===== src/rtl/mem_arbiter_pkg.sv =====
// mem_arbiter_pkg: shared types for the unified memory port arbiter.
//   state_e : arbiter FSM states (idle, serving fetch, serving load/store)
//   gnt_e   : grant identifiers for the two requesters
//   rr_pick : round-robin winner selection between the two requesters
package mem_arbiter_pkg;

  typedef enum logic [1:0] {
    ST_IDLE   = 2'd0,
    ST_BUSY_I = 2'd1,
    ST_BUSY_D = 2'd2
  } state_e;

  typedef enum logic {
    GNT_I = 1'b0,
    GNT_D = 1'b1
  } gnt_e;

  // On a tie the port that was not granted last wins.
  function automatic gnt_e rr_pick(input logic i_elig, input logic d_elig, input gnt_e last);
    if (i_elig && d_elig) begin
      if (last == GNT_I) return GNT_D;
      else               return GNT_I;
    end else if (i_elig) begin
      return GNT_I;
    end else begin
      return GNT_D;
    end
  endfunction

endpackage


===== src/rtl/mem_arbiter_if.sv =====
// mem_arbiter_if: bundle of the fetch port, load/store port and memory port
// of mem_arbiter. Signal names keep their original _i/_o suffixes, which are
// relative to the arbiter.
//   slave  : arbiter view (requests and memory response in, acks/data and memory request out)
//   master : environment view (core requesters plus memory), directions reversed
interface mem_arbiter_if #(
  parameter int AW = 32,
  parameter int DW = 32
);
  localparam int SW = DW / 8;

  // fetch port
  logic          i_req_i;
  logic [AW-1:0] i_addr_i;
  logic [DW-1:0] i_data_o;
  logic          i_ack_o;
  // load/store port
  logic          d_req_i;
  logic [AW-1:0] d_addr_i;
  logic [DW-1:0] d_wdata_i;
  logic [SW-1:0] d_we_i;
  logic [SW-1:0] d_rd_i;
  logic [DW-1:0] d_rdata_o;
  logic          d_ack_o;
  logic          err_o;
  // memory port
  logic          m_valid_o;
  logic [AW-1:0] m_addr_o;
  logic [DW-1:0] m_wdata_o;
  logic [SW-1:0] m_we_o;
  logic [SW-1:0] m_rd_o;
  logic [DW-1:0] m_rdata_i;
  logic          m_ready_i;

  modport slave (
    input  i_req_i, i_addr_i,
    input  d_req_i, d_addr_i, d_wdata_i, d_we_i, d_rd_i,
    input  m_rdata_i, m_ready_i,
    output i_data_o, i_ack_o,
    output d_rdata_o, d_ack_o, err_o,
    output m_valid_o, m_addr_o, m_wdata_o, m_we_o, m_rd_o
  );

  modport master (
    output i_req_i, i_addr_i,
    output d_req_i, d_addr_i, d_wdata_i, d_we_i, d_rd_i,
    output m_rdata_i, m_ready_i,
    input  i_data_o, i_ack_o,
    input  d_rdata_o, d_ack_o, err_o,
    input  m_valid_o, m_addr_o, m_wdata_o, m_we_o, m_rd_o
  );

endinterface


===== src/rtl/mem_arbiter_wait_timer.sv =====
// mem_arbiter_wait_timer: watchdog counter for an outstanding memory request.
//   clk_i, rst_i : clock, asynchronous active-high reset
//   clr_i        : restart the count at 0 (takes priority over en_i)
//   en_i         : count one waited cycle
//   expired_o    : count has reached TIMEOUT (saturates there)
module mem_arbiter_wait_timer #(
  parameter int TIMEOUT = 16
) (
  input  logic clk_i,
  input  logic rst_i,
  input  logic clr_i,
  input  logic en_i,
  output logic expired_o
);
  localparam int CW = $clog2(TIMEOUT + 1);
  localparam logic [CW-1:0] LIMIT = CW'(TIMEOUT);

  logic [CW-1:0] cnt_q, cnt_d;

  always_comb begin
    cnt_d = cnt_q;
    if (clr_i)                       cnt_d = '0;
    else if (en_i && cnt_q != LIMIT) cnt_d = cnt_q + 1'b1;
  end

  always_ff @(posedge clk_i or posedge rst_i) begin
    if (rst_i) cnt_q <= '0;
    else       cnt_q <= cnt_d;
  end

  assign expired_o = (cnt_q == LIMIT);

endmodule


===== src/rtl/mem_arbiter.sv =====
// mem_arbiter: shares one valid/ready memory port between the instruction
// fetch port and the load/store port, round-robin on ties. The granted
// request is registered and held on the memory side until m_ready_i or a
// watchdog timeout; completion is reported with a one-cycle ack (plus err_o
// on timeout) the cycle after.
//   clk_i, rst_i : clock, asynchronous active-high reset
//   bus          : mem_arbiter_if.slave (fetch, load/store and memory ports)
module mem_arbiter
  import mem_arbiter_pkg::*;
#(
  parameter int AW      = 32,
  parameter int DW      = 32,
  parameter int TIMEOUT = 16
) (
  input  logic         clk_i,
  input  logic         rst_i,
  mem_arbiter_if.slave bus
);
  localparam int SW = DW / 8;

  state_e        state_q, state_d;
  gnt_e          last_q, last_d;
  logic          m_valid_q, m_valid_d;
  logic [AW-1:0] m_addr_q, m_addr_d;
  logic [DW-1:0] m_wdata_q, m_wdata_d;
  logic [SW-1:0] m_we_q, m_we_d;
  logic [SW-1:0] m_rd_q, m_rd_d;
  logic [DW-1:0] i_data_q, i_data_d;
  logic [DW-1:0] d_rdata_q, d_rdata_d;
  logic          i_ack_q, i_ack_d;
  logic          d_ack_q, d_ack_d;
  logic          err_q, err_d;

  logic i_elig, d_elig, grant, busy, done, tmr_expired;
  gnt_e pick;

  // A port whose ack is showing still has its req high; it must not be
  // re-granted for the request that just completed.
  assign i_elig = bus.i_req_i & ~i_ack_q;
  assign d_elig = bus.d_req_i & ~d_ack_q;
  assign grant  = (state_q == ST_IDLE) & (i_elig | d_elig);
  assign pick   = rr_pick(i_elig, d_elig, last_q);
  assign busy   = (state_q != ST_IDLE);
  assign done   = bus.m_ready_i | tmr_expired;

  mem_arbiter_wait_timer #(.TIMEOUT(TIMEOUT)) u_timer (
    .clk_i     (clk_i),
    .rst_i     (rst_i),
    .clr_i     (grant),
    .en_i      (busy & ~bus.m_ready_i),
    .expired_o (tmr_expired)
  );

  always_comb begin
    state_d   = state_q;
    last_d    = last_q;
    m_valid_d = m_valid_q;
    m_addr_d  = m_addr_q;
    m_wdata_d = m_wdata_q;
    m_we_d    = m_we_q;
    m_rd_d    = m_rd_q;
    i_data_d  = i_data_q;
    d_rdata_d = d_rdata_q;
    i_ack_d   = 1'b0;
    d_ack_d   = 1'b0;
    err_d     = 1'b0;

    unique case (state_q)
      ST_IDLE: begin
        if (grant) begin
          last_d    = pick;
          m_valid_d = 1'b1;
          if (pick == GNT_I) begin
            state_d   = ST_BUSY_I;
            m_addr_d  = bus.i_addr_i;
            m_wdata_d = '0;
            m_we_d    = '0;
            m_rd_d    = '1;
          end else begin
            state_d   = ST_BUSY_D;
            m_addr_d  = bus.d_addr_i;
            m_wdata_d = bus.d_wdata_i;
            m_we_d    = bus.d_we_i;
            // write strobes win over read strobes
            m_rd_d    = (bus.d_we_i != '0) ? '0 : bus.d_rd_i;
          end
        end
      end

      ST_BUSY_I, ST_BUSY_D: begin
        // m_ready_i takes precedence over an expiring watchdog
        if (done) begin
          state_d   = ST_IDLE;
          m_valid_d = 1'b0;
          m_addr_d  = '0;
          m_wdata_d = '0;
          m_we_d    = '0;
          m_rd_d    = '0;
          err_d     = ~bus.m_ready_i;
          if (state_q == ST_BUSY_I) begin
            i_ack_d  = 1'b1;
            i_data_d = bus.m_ready_i ? bus.m_rdata_i : '0;
          end else begin
            d_ack_d   = 1'b1;
            d_rdata_d = (bus.m_ready_i && m_we_q == '0) ? bus.m_rdata_i : '0;
          end
        end
      end

      default: state_d = ST_IDLE;
    endcase
  end

  always_ff @(posedge clk_i or posedge rst_i) begin
    if (rst_i) begin
      state_q   <= ST_IDLE;
      last_q    <= GNT_D;
      m_valid_q <= 1'b0;
      m_addr_q  <= '0;
      m_wdata_q <= '0;
      m_we_q    <= '0;
      m_rd_q    <= '0;
      i_data_q  <= '0;
      d_rdata_q <= '0;
      i_ack_q   <= 1'b0;
      d_ack_q   <= 1'b0;
      err_q     <= 1'b0;
    end else begin
      state_q   <= state_d;
      last_q    <= last_d;
      m_valid_q <= m_valid_d;
      m_addr_q  <= m_addr_d;
      m_wdata_q <= m_wdata_d;
      m_we_q    <= m_we_d;
      m_rd_q    <= m_rd_d;
      i_data_q  <= i_data_d;
      d_rdata_q <= d_rdata_d;
      i_ack_q   <= i_ack_d;
      d_ack_q   <= d_ack_d;
      err_q     <= err_d;
    end
  end

  assign bus.m_valid_o = m_valid_q;
  assign bus.m_addr_o  = m_addr_q;
  assign bus.m_wdata_o = m_wdata_q;
  assign bus.m_we_o    = m_we_q;
  assign bus.m_rd_o    = m_rd_q;
  assign bus.i_data_o  = i_data_q;
  assign bus.i_ack_o   = i_ack_q;
  assign bus.d_rdata_o = d_rdata_q;
  assign bus.d_ack_o   = d_ack_q;
  assign bus.err_o     = err_q;

endmodule


===== src/flat_wrapper.sv =====
// flat-port wrapper written by rule: the top's interface ports become plain ports
module mem_arbiter_flat import mem_arbiter_pkg::*;
#(
  parameter int AW      = 32,
  parameter int DW      = 32,
  parameter int TIMEOUT = 16
)
  (clk_i, rst_i, bus_i_req_i, bus_i_addr_i, bus_d_req_i, bus_d_addr_i, bus_d_wdata_i, bus_d_we_i, bus_d_rd_i, bus_m_rdata_i, bus_m_ready_i, bus_i_data_o, bus_i_ack_o, bus_d_rdata_o, bus_d_ack_o, bus_err_o, bus_m_valid_o, bus_m_addr_o, bus_m_wdata_o, bus_m_we_o, bus_m_rd_o);
  mem_arbiter_if #(.AW(AW), .DW(DW)) bus_i ();
  input  logic clk_i;
  input  logic rst_i;
  input wire logic [$bits(bus_i.i_req_i)-1:0] bus_i_req_i;
  input wire logic [$bits(bus_i.i_addr_i)-1:0] bus_i_addr_i;
  input wire logic [$bits(bus_i.d_req_i)-1:0] bus_d_req_i;
  input wire logic [$bits(bus_i.d_addr_i)-1:0] bus_d_addr_i;
  input wire logic [$bits(bus_i.d_wdata_i)-1:0] bus_d_wdata_i;
  input wire logic [$bits(bus_i.d_we_i)-1:0] bus_d_we_i;
  input wire logic [$bits(bus_i.d_rd_i)-1:0] bus_d_rd_i;
  input wire logic [$bits(bus_i.m_rdata_i)-1:0] bus_m_rdata_i;
  input wire logic [$bits(bus_i.m_ready_i)-1:0] bus_m_ready_i;
  output wire logic [$bits(bus_i.i_data_o)-1:0] bus_i_data_o;
  output wire logic [$bits(bus_i.i_ack_o)-1:0] bus_i_ack_o;
  output wire logic [$bits(bus_i.d_rdata_o)-1:0] bus_d_rdata_o;
  output wire logic [$bits(bus_i.d_ack_o)-1:0] bus_d_ack_o;
  output wire logic [$bits(bus_i.err_o)-1:0] bus_err_o;
  output wire logic [$bits(bus_i.m_valid_o)-1:0] bus_m_valid_o;
  output wire logic [$bits(bus_i.m_addr_o)-1:0] bus_m_addr_o;
  output wire logic [$bits(bus_i.m_wdata_o)-1:0] bus_m_wdata_o;
  output wire logic [$bits(bus_i.m_we_o)-1:0] bus_m_we_o;
  output wire logic [$bits(bus_i.m_rd_o)-1:0] bus_m_rd_o;
  assign bus_i.i_req_i = bus_i_req_i;
  assign bus_i.i_addr_i = bus_i_addr_i;
  assign bus_i.d_req_i = bus_d_req_i;
  assign bus_i.d_addr_i = bus_d_addr_i;
  assign bus_i.d_wdata_i = bus_d_wdata_i;
  assign bus_i.d_we_i = bus_d_we_i;
  assign bus_i.d_rd_i = bus_d_rd_i;
  assign bus_i.m_rdata_i = bus_m_rdata_i;
  assign bus_i.m_ready_i = bus_m_ready_i;
  assign bus_i_data_o = bus_i.i_data_o;
  assign bus_i_ack_o = bus_i.i_ack_o;
  assign bus_d_rdata_o = bus_i.d_rdata_o;
  assign bus_d_ack_o = bus_i.d_ack_o;
  assign bus_err_o = bus_i.err_o;
  assign bus_m_valid_o = bus_i.m_valid_o;
  assign bus_m_addr_o = bus_i.m_addr_o;
  assign bus_m_wdata_o = bus_i.m_wdata_o;
  assign bus_m_we_o = bus_i.m_we_o;
  assign bus_m_rd_o = bus_i.m_rd_o;
  mem_arbiter #(.AW(AW), .DW(DW), .TIMEOUT(TIMEOUT)) u_core (.clk_i(clk_i), .rst_i(rst_i), .bus(bus_i));
endmodule

===== config.mk =====
export PLATFORM = sky130hd
export DESIGN_NAME = mem_arbiter_flat
export DESIGN_NICKNAME = d
export VERILOG_FILES = /design/src/rtl/mem_arbiter_pkg.sv /design/src/rtl/mem_arbiter_if.sv /design/src/rtl/mem_arbiter_wait_timer.sv /design/src/rtl/mem_arbiter.sv /design/src/flat_wrapper.sv
export SDC_FILE = /design/constraint.sdc
export NUM_CORES = 1
export LEC_CHECK = 0
export ABC_AREA = 1
export CAP_MARGIN = 30
export CORE_MARGIN = 5
export CORE_UTILIZATION = 40
export DETAILED_ROUTE_END_ITERATION = 16
export PLACE_DENSITY_LB_ADDON = 0.25
export SLEW_MARGIN = 20
export SYNTH_ARGS = -nofsm -noshare
export SYNTH_HDL_FRONTEND = slang
export SYNTH_SLANG_ARGS = --single-unit
export TNS_END_PERCENT = 30

===== constraint.sdc =====
create_clock -name clk_i -period 4.8 [get_ports clk_i]
set_input_delay 0.72 -clock clk_i [delete_from_list [all_inputs] [get_ports clk_i]]
set_output_delay 0.72 -clock clk_i [all_outputs]
set_load 0.05 [all_outputs]

# Yosys cells after proc, flatten, opt, wreduce, memory -nomap -nowiden
# Index checks and enable logic that the tools add are counted.
# totals
reg_bits	148
in_bits	141
output_inout_bits	140
elab_cells	82
# op_classes
n_addsub	1
eq_ne	6
mux	37
bitwise	10
reduce_logical	15
# op_table
operator	count
$mux 32	7
$pmux 32 s2	2
$mux 4	6
$pmux 4 s2	2
$mux 1	13
$mux 5	2
$reduce_and 3->1	3
$mux 2	3
$reduce_bool 2->1	3
$add 5x1->5 const B	1
$eq 5x5->1 const B	1
$ne 5x5->1 const B	1
$and 1x1->1	4
$logic_not 4->1	1
$ne 2x1->1 const B	2
$not 1->1	4
$pmux 2 s2	1
$reduce_and 2->1	2
$reduce_bool 4->1	1
$logic_and 1x1->1	3
$eq 2x1->1 const B	1
$eq 2x2->1 const B	1
$logic_not 2->1	1
$or 1x1->1	2
2 further kinds	2

# Logic depth before layout (Yosys ltp)
# logic_depth
word_depth	7
depth_mapped	11
depth_no_buf	10

# Hierarchy
# A second synthesis with hierarchy kept.
# unflattened
cells_unflattened	831
hier_area_um2	6708.9
# by_module_without_submodules
module	instances	cells_per_inst	area_per_inst_um2	seq_area_each_um2
mem_arbiter	1	790	6368.6	3579.7
mem_arbiter_wait_timer	1	41	340.3	125.1

# Least setup slack after synthesis
# Ideal clock, no wire load.
# synth_path
path_kind	input port to flip-flop
start	input port bus_i_req_i
end	register u_core.m_addr_q[10], in the netlist u_core.bus.m_addr_o[10]
setup_ns	0.118
arrival_time_ns	1.414
t_required_ns	4.682
setup_slack_ns	3.268
path_stages	9
n_path_buf	2
cell_sequence	nand2_2 -> inv_2 -> nand2_2 -> buf_4 -> buf_4 -> nand2_1 -> nand2_1 -> nand2_1 -> nand2_1
# synth_between
elab_chain_len	6
elab_cells_between_ends	11
cone_classes	1 x eq/ne; 5 x mux; 3 x bitwise; 2 x reduce/logical
# synth_rtl
element	line_no	source
start: declaration	flat_wrapper.sv:12	input wire logic [$bits(bus_i.i_req_i)-1:0] bus_i_req_i;
$and 1x1->1 (*)	mem_arbiter.sv:39	assign i_elig = bus.i_req_i & ~i_ack_q;
$mux 1 / $logic_and 1x1->1 (equally long branches)	mem_arbiter_pkg.sv:23, mem_arbiter_pkg.sv:20	
$mux 1	mem_arbiter_pkg.sv:20	if (i_elig && d_elig) begin
$mux 32	mem_arbiter.sv:73	if (pick == GNT_I) begin
$mux 32	mem_arbiter.sv:70	if (grant) begin
$pmux 32 s2	mem_arbiter.sv:68	unique case (state_q)
end signal: assignment	mem_arbiter.sv:132	m_addr_q <= m_addr_d;
end: declaration	mem_arbiter.sv:24	logic [AW-1:0] m_addr_q, m_addr_d;
# Every way passes the cells marked *; elsewhere a longest branch is shown, timed or not. The select of a mux whose other input is x is not followed.
# A chain may end at the register's enable or synchronous reset.

# Worst setup path in the final report
# layout_path
start	input port bus_i_req_i
end	register u_core.m_wdata_q[26], in the netlist u_core.bus.m_wdata_o[26]
# layout_between
elab_chain_len	6
elab_cells_between_ends	11
cone_classes	1 x eq/ne; 5 x mux; 3 x bitwise; 2 x reduce/logical
# layout_rtl
element	line_no	source
$and 1x1->1 (*)	mem_arbiter.sv:39	
$mux 1 / $logic_and 1x1->1 (equally long branches)	mem_arbiter_pkg.sv:23, mem_arbiter_pkg.sv:20	
$mux 1	mem_arbiter_pkg.sv:20	
$mux 32	mem_arbiter.sv:73	
$mux 32	mem_arbiter.sv:70	
$pmux 32 s2	mem_arbiter.sv:68	
end signal: assignment	mem_arbiter.sv:133	m_wdata_q <= m_wdata_d;
end: declaration	mem_arbiter.sv:25	logic [DW-1:0] m_wdata_q, m_wdata_d;
# Marks and branches as above.

==> results.rst <==
.. list-table::
   :header-rows: 1

   * - Metric
     - Value
   * - Average footprint of a synthesized cell
     - 7.81 um^2
   * - # resized after CTS
     - 0
   * - Iteration-0 DRC Markers
     - 304
   * - Ant. Diodes
     - 0
   * - Arrival time at the worst endpoint
     - 3.23 ns
   * - Hold-critical path depth
     - 2
   * - Number of enable-type register cells in the synthesized netlist
     - 0
   * - Total routing resource utilization after global routing
     - 20.8%
   * - Number of buffers between clock root and the deepest sink
     - 2
   * - Initial Util
     - 40.5%
   * - Count of hold-fix buffers inserted at cts
     - 0
   * - Cell row count
     - between 40 and 50
   * - Total buffers and inverters traversed by the critical path
     - 3
   * - Power density over cell area
     - 743 nW/um^2
   * - Portion of netlist area occupied by mux cells
     - 0%
   * - Most frequent cells after synthesis
     - 423 x nand2_1, 147 x dfrtp_1, 84 x inv_1, 73 x nor2_1, 44 x nand3_1
   * - Unique cell type count in the Yosys netlist
     - 23
   * - Estimated wirelength of the detail-placed design
     - 14500 um
   * - #FFs+latches synth
     - 148
   * - Setup repair after global routing missed its margin
     - no
   * - Final Skew
     - approximately 0.01 ns
   * - Overall power consumption
     - 7710 uW
   * - Synthesis-to-layout area growth
     - 48.7%
   * - Standby leakage power
     - 0.00538 uW
   * - Wire length of the first global-routing pass
     - 33500 um
   * - Cell family with most CP delay
     - buffers and inverters
   * - Upper clock frequency limit
     - 342 MHz
   * - Worst Setup Start Kind
     - input pin
   * - Xor/xnor cell area share of the yosys netlist
     - 0.125%
   * - Placer Congestion
     - 0.830
   * - Maximum number of pins on one net before global-route repair
     - 95
   * - Total via count in the routed design
     - between 6000 and 7000
   * - Sink count of the clock tree
     - roughly 150
   * - Worst slew pin tran
     - 0.737 ns
   * - Combinational family with the most area after synthesis
     - simple AND/OR/NAND/NOR gates
   * - Reg2Reg Capture Point
     - u_core.bus.m_wdata_o[26]$_DFFE_PP0P_
   * - Post-synthesis sequential area ratio
     - 53.1%
   * - Maximum fanout along the worst path
     - 38
   * - Antenna violations before repair
     - 0
   * - Via count of the first global-routing pass
     - 6459
   * - Category of the most critical setup path
     - in -> reg
   * - TritonCTS clock tree
     - built
   * - H-tree levels
     - 4
   * - Share of Yosys cell area claimed by the top area cell type
     - 52.7%
   * - Die X
     - 142 um
   * - Max-capacitance violation count
     - 0
   * - Std-Cell Core Area
     - 17200 um^2
   * - Drc violations
     - 0
   * - Source of the worst hold timing path
     - u_core.bus.m_addr_o[19]$_DFFE_PP0P_
   * - Fin worst setup slack
     - ~1.9 ns
   * - Clock root buffer master
     - clkbuf_16
   * - Routed WL
     - approximately 21000 um
   * - Clock latency at the later pin of the worst-skew pair
     - 0.42 ns
   * - Number of routed nets with antenna violations
     - 0
   * - Setup_tns
     - 0 ns
   * - Slowest cell delay on critical path
     - 0.70 ns
   * - Routed vias/inst
     - 4.60
   * - Final cycle utilization of the critical path
     - 60.9%
   * - Number of slew-limit violations in the final report
     - 0
   * - Capturing element type of the critical path
     - register
   * - Synthesized instance count
     - 894
   * - Minimum period implied by the final worst setup slack
     - 2.92 ns
   * - Required time of the critical path
     - about 5 ns
   * - Relative max-transition margin
     - 50.8%
   * - Worst path cell trace
     - clkdlybuf4s50_1, nand2_2, inv_2, nand2_2, inv_2, nor2_1, nand2_1, nand2_1
   * - Number of search-and-repair iterations in the first detailed-routing pass
     - 4
   * - Proportion of layout cells with a drive suffix above 1
     - 5.65%
   * - R2R Path Start
     - u_core.bus.i_ack_o$_DFF_PP0_
   * - Register clock-pin slew on the reported worst setup and hold paths
     - 0.06 ns
   * - Synthesized Nets
     - 1041
   * - Mean routed wirelength per cell
     - 14.8 um
   * - VDD IR max
     - roughly 0.00043 V
   * - Dominant cell type by area after synthesis
     - dfrtp_1
   * - Final hold violation count
     - 0
   * - R2r worst-path depth
     - 8
   * - Slowest cell on crit path
     - inv_2
   * - Async SR Flop Fraction
     - 100%
   * - Worst-case setup slack after placement
     - 1.42 ns
   * - Total of endpoints with negative setup slack in the final report
     - 0
   * - Post-synth top flop
     - dfrtp_1
   * - Number of top-level pins
     - 281
   * - CTS Buf Count
     - 17
   * - Post-Synth Simple-Gate Area
     - 33.3%
   * - Total number of nets in the final design
     - around 1300
   * - Synthesized-area fraction occupied by ao, oa, aoi and oai cells
     - 2.58%
   * - Port bufs
     - 280
   * - Tightest hold margin
     - around 0.48 ns
   * - Area share of fa/ha/maj cells after synthesis
     - 1.08%
   * - Path type of the worst min-delay path
     - reg -> reg
   * - Run status
     - complete, no violations
   * - Synth top area cells
     - dfrtp_1 53%, nand2_1 23%, inv_1 4.5%
   * - Top-count cell post-synth
     - nand2_1
   * - Flop-to-flop setup slack
     - 2.23 ns
   * - Ys Warns
     - 0
   * - Netlist Area Pre-Place
     - around 7000 um^2
   * - Die outline area
     - approximately 20000 um^2
   * - Post-CTS setup buffers
     - 0
   * - Global route overflow
     - 0
   * - Capture endpoint of the worst hold path
     - u_core.bus.m_addr_o[19]$_DFFE_PP0P_
   * - Vertical die dimension
     - 142 um
==> worst max path at each step <==
stage / start / slack (ns) / to / depth (start not counted)
after global placement: bus_i_req_i / 1.50 / u_core.bus.m_we_o[0]$_DFFE_PP0P_ / 8
after detailed placement: bus_i_req_i / 1.42 / u_core.bus.m_wdata_o[5]$_DFFE_PP0P_ / 8
after global routing: bus_i_req_i / 1.59 / u_core.bus.m_wdata_o[31]$_DFFE_PP0P_ / 8
final: bus_i_req_i / 1.88 / u_core.bus.m_wdata_o[26]$_DFFE_PP0P_ / 8
after CTS: bus_i_req_i / 1.86 / u_core.bus.m_wdata_o[26]$_DFFE_PP0P_ / 8
after floorplan: rst_i / 0.10 / u_core.bus.d_ack_o$_DFF_PP0_ / 1
==> routing by layer <==
| layer | share of wire (%) | wire length [um] | global-route usage, % | vias up |
|---|---|---|---|---|
| li1 | - | - | - | 3196 |
| met5 | 0 | 0 | 0 | - |
| met4 | 1.8 | 372 | 7.02 | 0 |
| met1 | 42 | 8630 | 26.4 | 2990 |
| met3 | 8.0 | 1650 | 6.18 | 27 |
| met2 | 48 | 10000 | 34.1 | 198 |
==> through the flow <==
stage	instances	area, um^2	util (%)
floorplan	894	6980	-
global placement	1359	9740	56.5
detailed placement	1360	9760	56.6
CTS	1391	10300	59.9
global route	1393	10400	60.2
finish	1393	10400	60.2
==> cell type report <==
class	count	area, um^2
Sequential cell	148	3700
Timing Repair Buffer	287	2900
Fill cell	1552	6860
Multi-Input combinational cell	613	2580
Clock inverter	12	130
Clock buffer	19	443
Inverter	89	339
Tap cell	225	282
==> report_power, final <==
group	leakage (uW)	internal [uW]	switching, uW	total, uW
Sequential	0.00192	1770	307	2080
Clock	0.000268	776	526	1300
Combinational	0.00320	1320	3010	4330
==> tightest hold or removal path, stage by stage (launching register included) <==
cell     delay (ns)
dfrtp_1        0.34
nand2_1        0.05
nand2_1        0.06
==> cells in the final DEF, fill, tap and decap left out, types with 14 or more instances in the layout <==
cell type / count
o21ai_0: 33
nand3_1: 44
clkdlybuf4s50_1: 280
inv_1: 83
nand2_1: 423
dfrtp_1: 147
clkbuf_16: 17
nand2_2: 14
nor2_1: 73
==> logic make-up (layout without fill, tap and decap cells) <==
logic type | count (synthesis) | after routing
AND/OR/NAND/NOR | 570 | 570
flip-flops | 148 | 148
buffers and inverters | 133 | 407
AO/OA/AOI/OAI | 36 | 36
adder cells (fa/ha/maj) | 6 | 6
XOR/XNOR | 1 | 1
==> registers in the layout (all words and copies together) (netlist names), 2 cells and up <==
signal and flops:
u_core.bus.d_rdata_o 32, u_core.bus.i_data_o 32, u_core.bus.m_addr_o 32, u_core.bus.m_wdata_o 32, u_core.u_timer.cnt_q 5, u_core.bus.m_rd_o 4, u_core.bus.m_we_o 4, u_core.state_q 2
Note: power is estimated with default switching activity, not from simulation.
==> RTL change (config.mk and constraints unchanged) <==
`DW` is set to 32 in 3 places; all go to 16.
--- a/src/rtl/mem_arbiter_if.sv
+++ b/src/rtl/mem_arbiter_if.sv
@@ -7,3 +7,3 @@
   parameter int AW = 32,
-  parameter int DW = 32
+  parameter int DW = 16
 );
--- a/src/rtl/mem_arbiter.sv
+++ b/src/rtl/mem_arbiter.sv
@@ -11,3 +11,3 @@
   parameter int AW      = 32,
-  parameter int DW      = 32,
+  parameter int DW      = 16,
   parameter int TIMEOUT = 16
--- a/src/flat_wrapper.sv
+++ b/src/flat_wrapper.sv
@@ -4,3 +4,3 @@
   parameter int AW      = 32,
-  parameter int DW      = 32,
+  parameter int DW      = 16,
   parameter int TIMEOUT = 16
Ports: changed (9 resized); port bits go from 281 to 193. No check against the original RTL was run, so the function may have changed too.
==> RTL change against the original RTL <==
Worst hold slack lost 0.0052 ns; routed wire length decreased by 37%; sequential power shrank 34%; design area decreased by 35%; clock skew up 0.0015 ns; area after synthesis decreased by 34%; global-route usage shrank 2.1 points; critical path depth unchanged; critical path type unchanged; clock power fell by 50%; setup slack improved by 0.18 ns; total power down 36%; count of clock-buffer cells in the layout shrank 6; sequential cell count down 52.
==> RTL change: results (changes against the original RTL) <==
Run status
  • Run status: completed (unchanged)

Setup path
  • CP max FO: 36 (was 38)
  • Flop2flop setup slack: 2.51 ns (was 2.23 ns)
  • Slowest CP cell: nand2_2 (was inv_2)

Place
  • Placed cell area: 6500 um2 (was 9760 um2)
  • GPL Wtd Cong: 0.865 (was 0.830)
  • Pre-CTS setup slack: 1.69 ns (was 1.42 ns)
  • IO buf count: 192 (was 280)
  • Final HPWL DP: 9540 um (was 14500 um)

GRT
  • Met2 Track Usage GR: 30.8% (was 34.1%)
  • Met3 Use GR: 4.04% (was 6.18%)
  • First-pass GRT wire length: 21700 um (was 33500 um)
  • Largest net degree at the start of global routing: 72 (was 95)

Yosys
  • Top cells by area, synth: dfrtp_1 (51%), nand2_1 (24%), nand3_1 (6.2%), buf_6 (3.2%), inv_1 (2.7%) (was dfrtp_1 (53%), nand2_1 (23%), inv_1 (4.5%), nor2_1 (3.9%), buf_6 (3.4%))
  • Synth cell types: 24 (was 23)

Routing
  • M1 WL: 5740 um (was 8630 um)
  • Drt total wl: 13100 um (was 20700 um)
  • WL/cell: 14.4 um (was 14.8 um)
  • Avg Vias per Cell: 4.76 (was 4.60)
  • Initial DRC Count: 328 (was 304)
  • Met2 wire len: 6300 um (was 10000 um)

Power
  • Maximum VDD drop: 451 uV (was 431 uV)
  • Internal power: 2410 uW (was 3860 uW)
  • LEAKAGE: 0.00340 uW (was 0.00538 uW)
  • Clock share of power: 13.3% (was 16.9%)
  • Seq pwr: 1370 uW (was 2080 uW)

CTS
  • CTS Buf Count: 9 (was 17)
  • Worst-skew pair later-pin latency: 0.33 ns (was 0.42 ns)

Timing
  • Fmax: 0.364 GHz (was 0.342 GHz)
  • Clock skew: 0.0116 ns (was 0.0101 ns)

Finish
  • Final #Nets: 874 (was 1303)
RTL change: cell types whose count changed in the layout (fill, tap and decap cells not counted), moves of 4 or more:
cell and delta:
clkbuf_16 -8, clkdlybuf4s50_1 -88, dfrtp_1 -52, inv_1 -51
nand2_1 -125, nand2_4 -4, nand3_1 +13, nand4_1 -6
nor2_1 -53, o21ai_0 -28, o21ai_1 +14
RTL change: cell type report:
| class | count | area (um2) |
|---|---|---|
| clock buffer | 13 | 250 |
| clock inverter | 3 | 20.0 |
| fill | 1049 | 4570 |
| inverter | 37 | 144 |
| multi-input combinational | 425 | 1850 |
| sequential | 96 | 2400 |
| tap | 143 | 179 |
| timing repair buffer | 194 | 1950 |
RTL change: final timing paths:
check,start,end,cells past startpoint
worst min register to register,u_core.bus.i_data_o[6]$_DFFE_PP0P_,u_core.bus.i_data_o[6]$_DFFE_PP0P_,2
worst min-delay path,u_core.bus.i_data_o[6]$_DFFE_PP0P_,u_core.bus.i_data_o[6]$_DFFE_PP0P_,2
worst max register to register,u_core.bus.i_ack_o$_DFF_PP0_,u_core.bus.m_wdata_o[3]$_DFFE_PP0P_,8
worst max-delay path,bus_i_req_i,u_core.bus.m_wdata_o[3]$_DFFE_PP0P_,8
min in group asynchronous,rst_i,u_core.bus.d_rdata_o[4]$_DFFE_PP0P_,2
max in group asynchronous,rst_i,u_core.bus.m_addr_o[24]$_DFFE_PP0P_,4
RTL change: cells by family (layout without fill, tap and decap cells):
family | Yosys count | after routing | share of synthesized area, %
AOI/OAI and AO/OA | 22 | 22 | 2.38
xor gates and xnor gates | 3 | 3 | 0.567
adders and majority gates | 6 | 6 | 1.62
buffers and inverters | 67 | 247 | 8.21
DFF | 96 | 96 | 51.9
and+or+nand+nor | 394 | 394 | 35.3
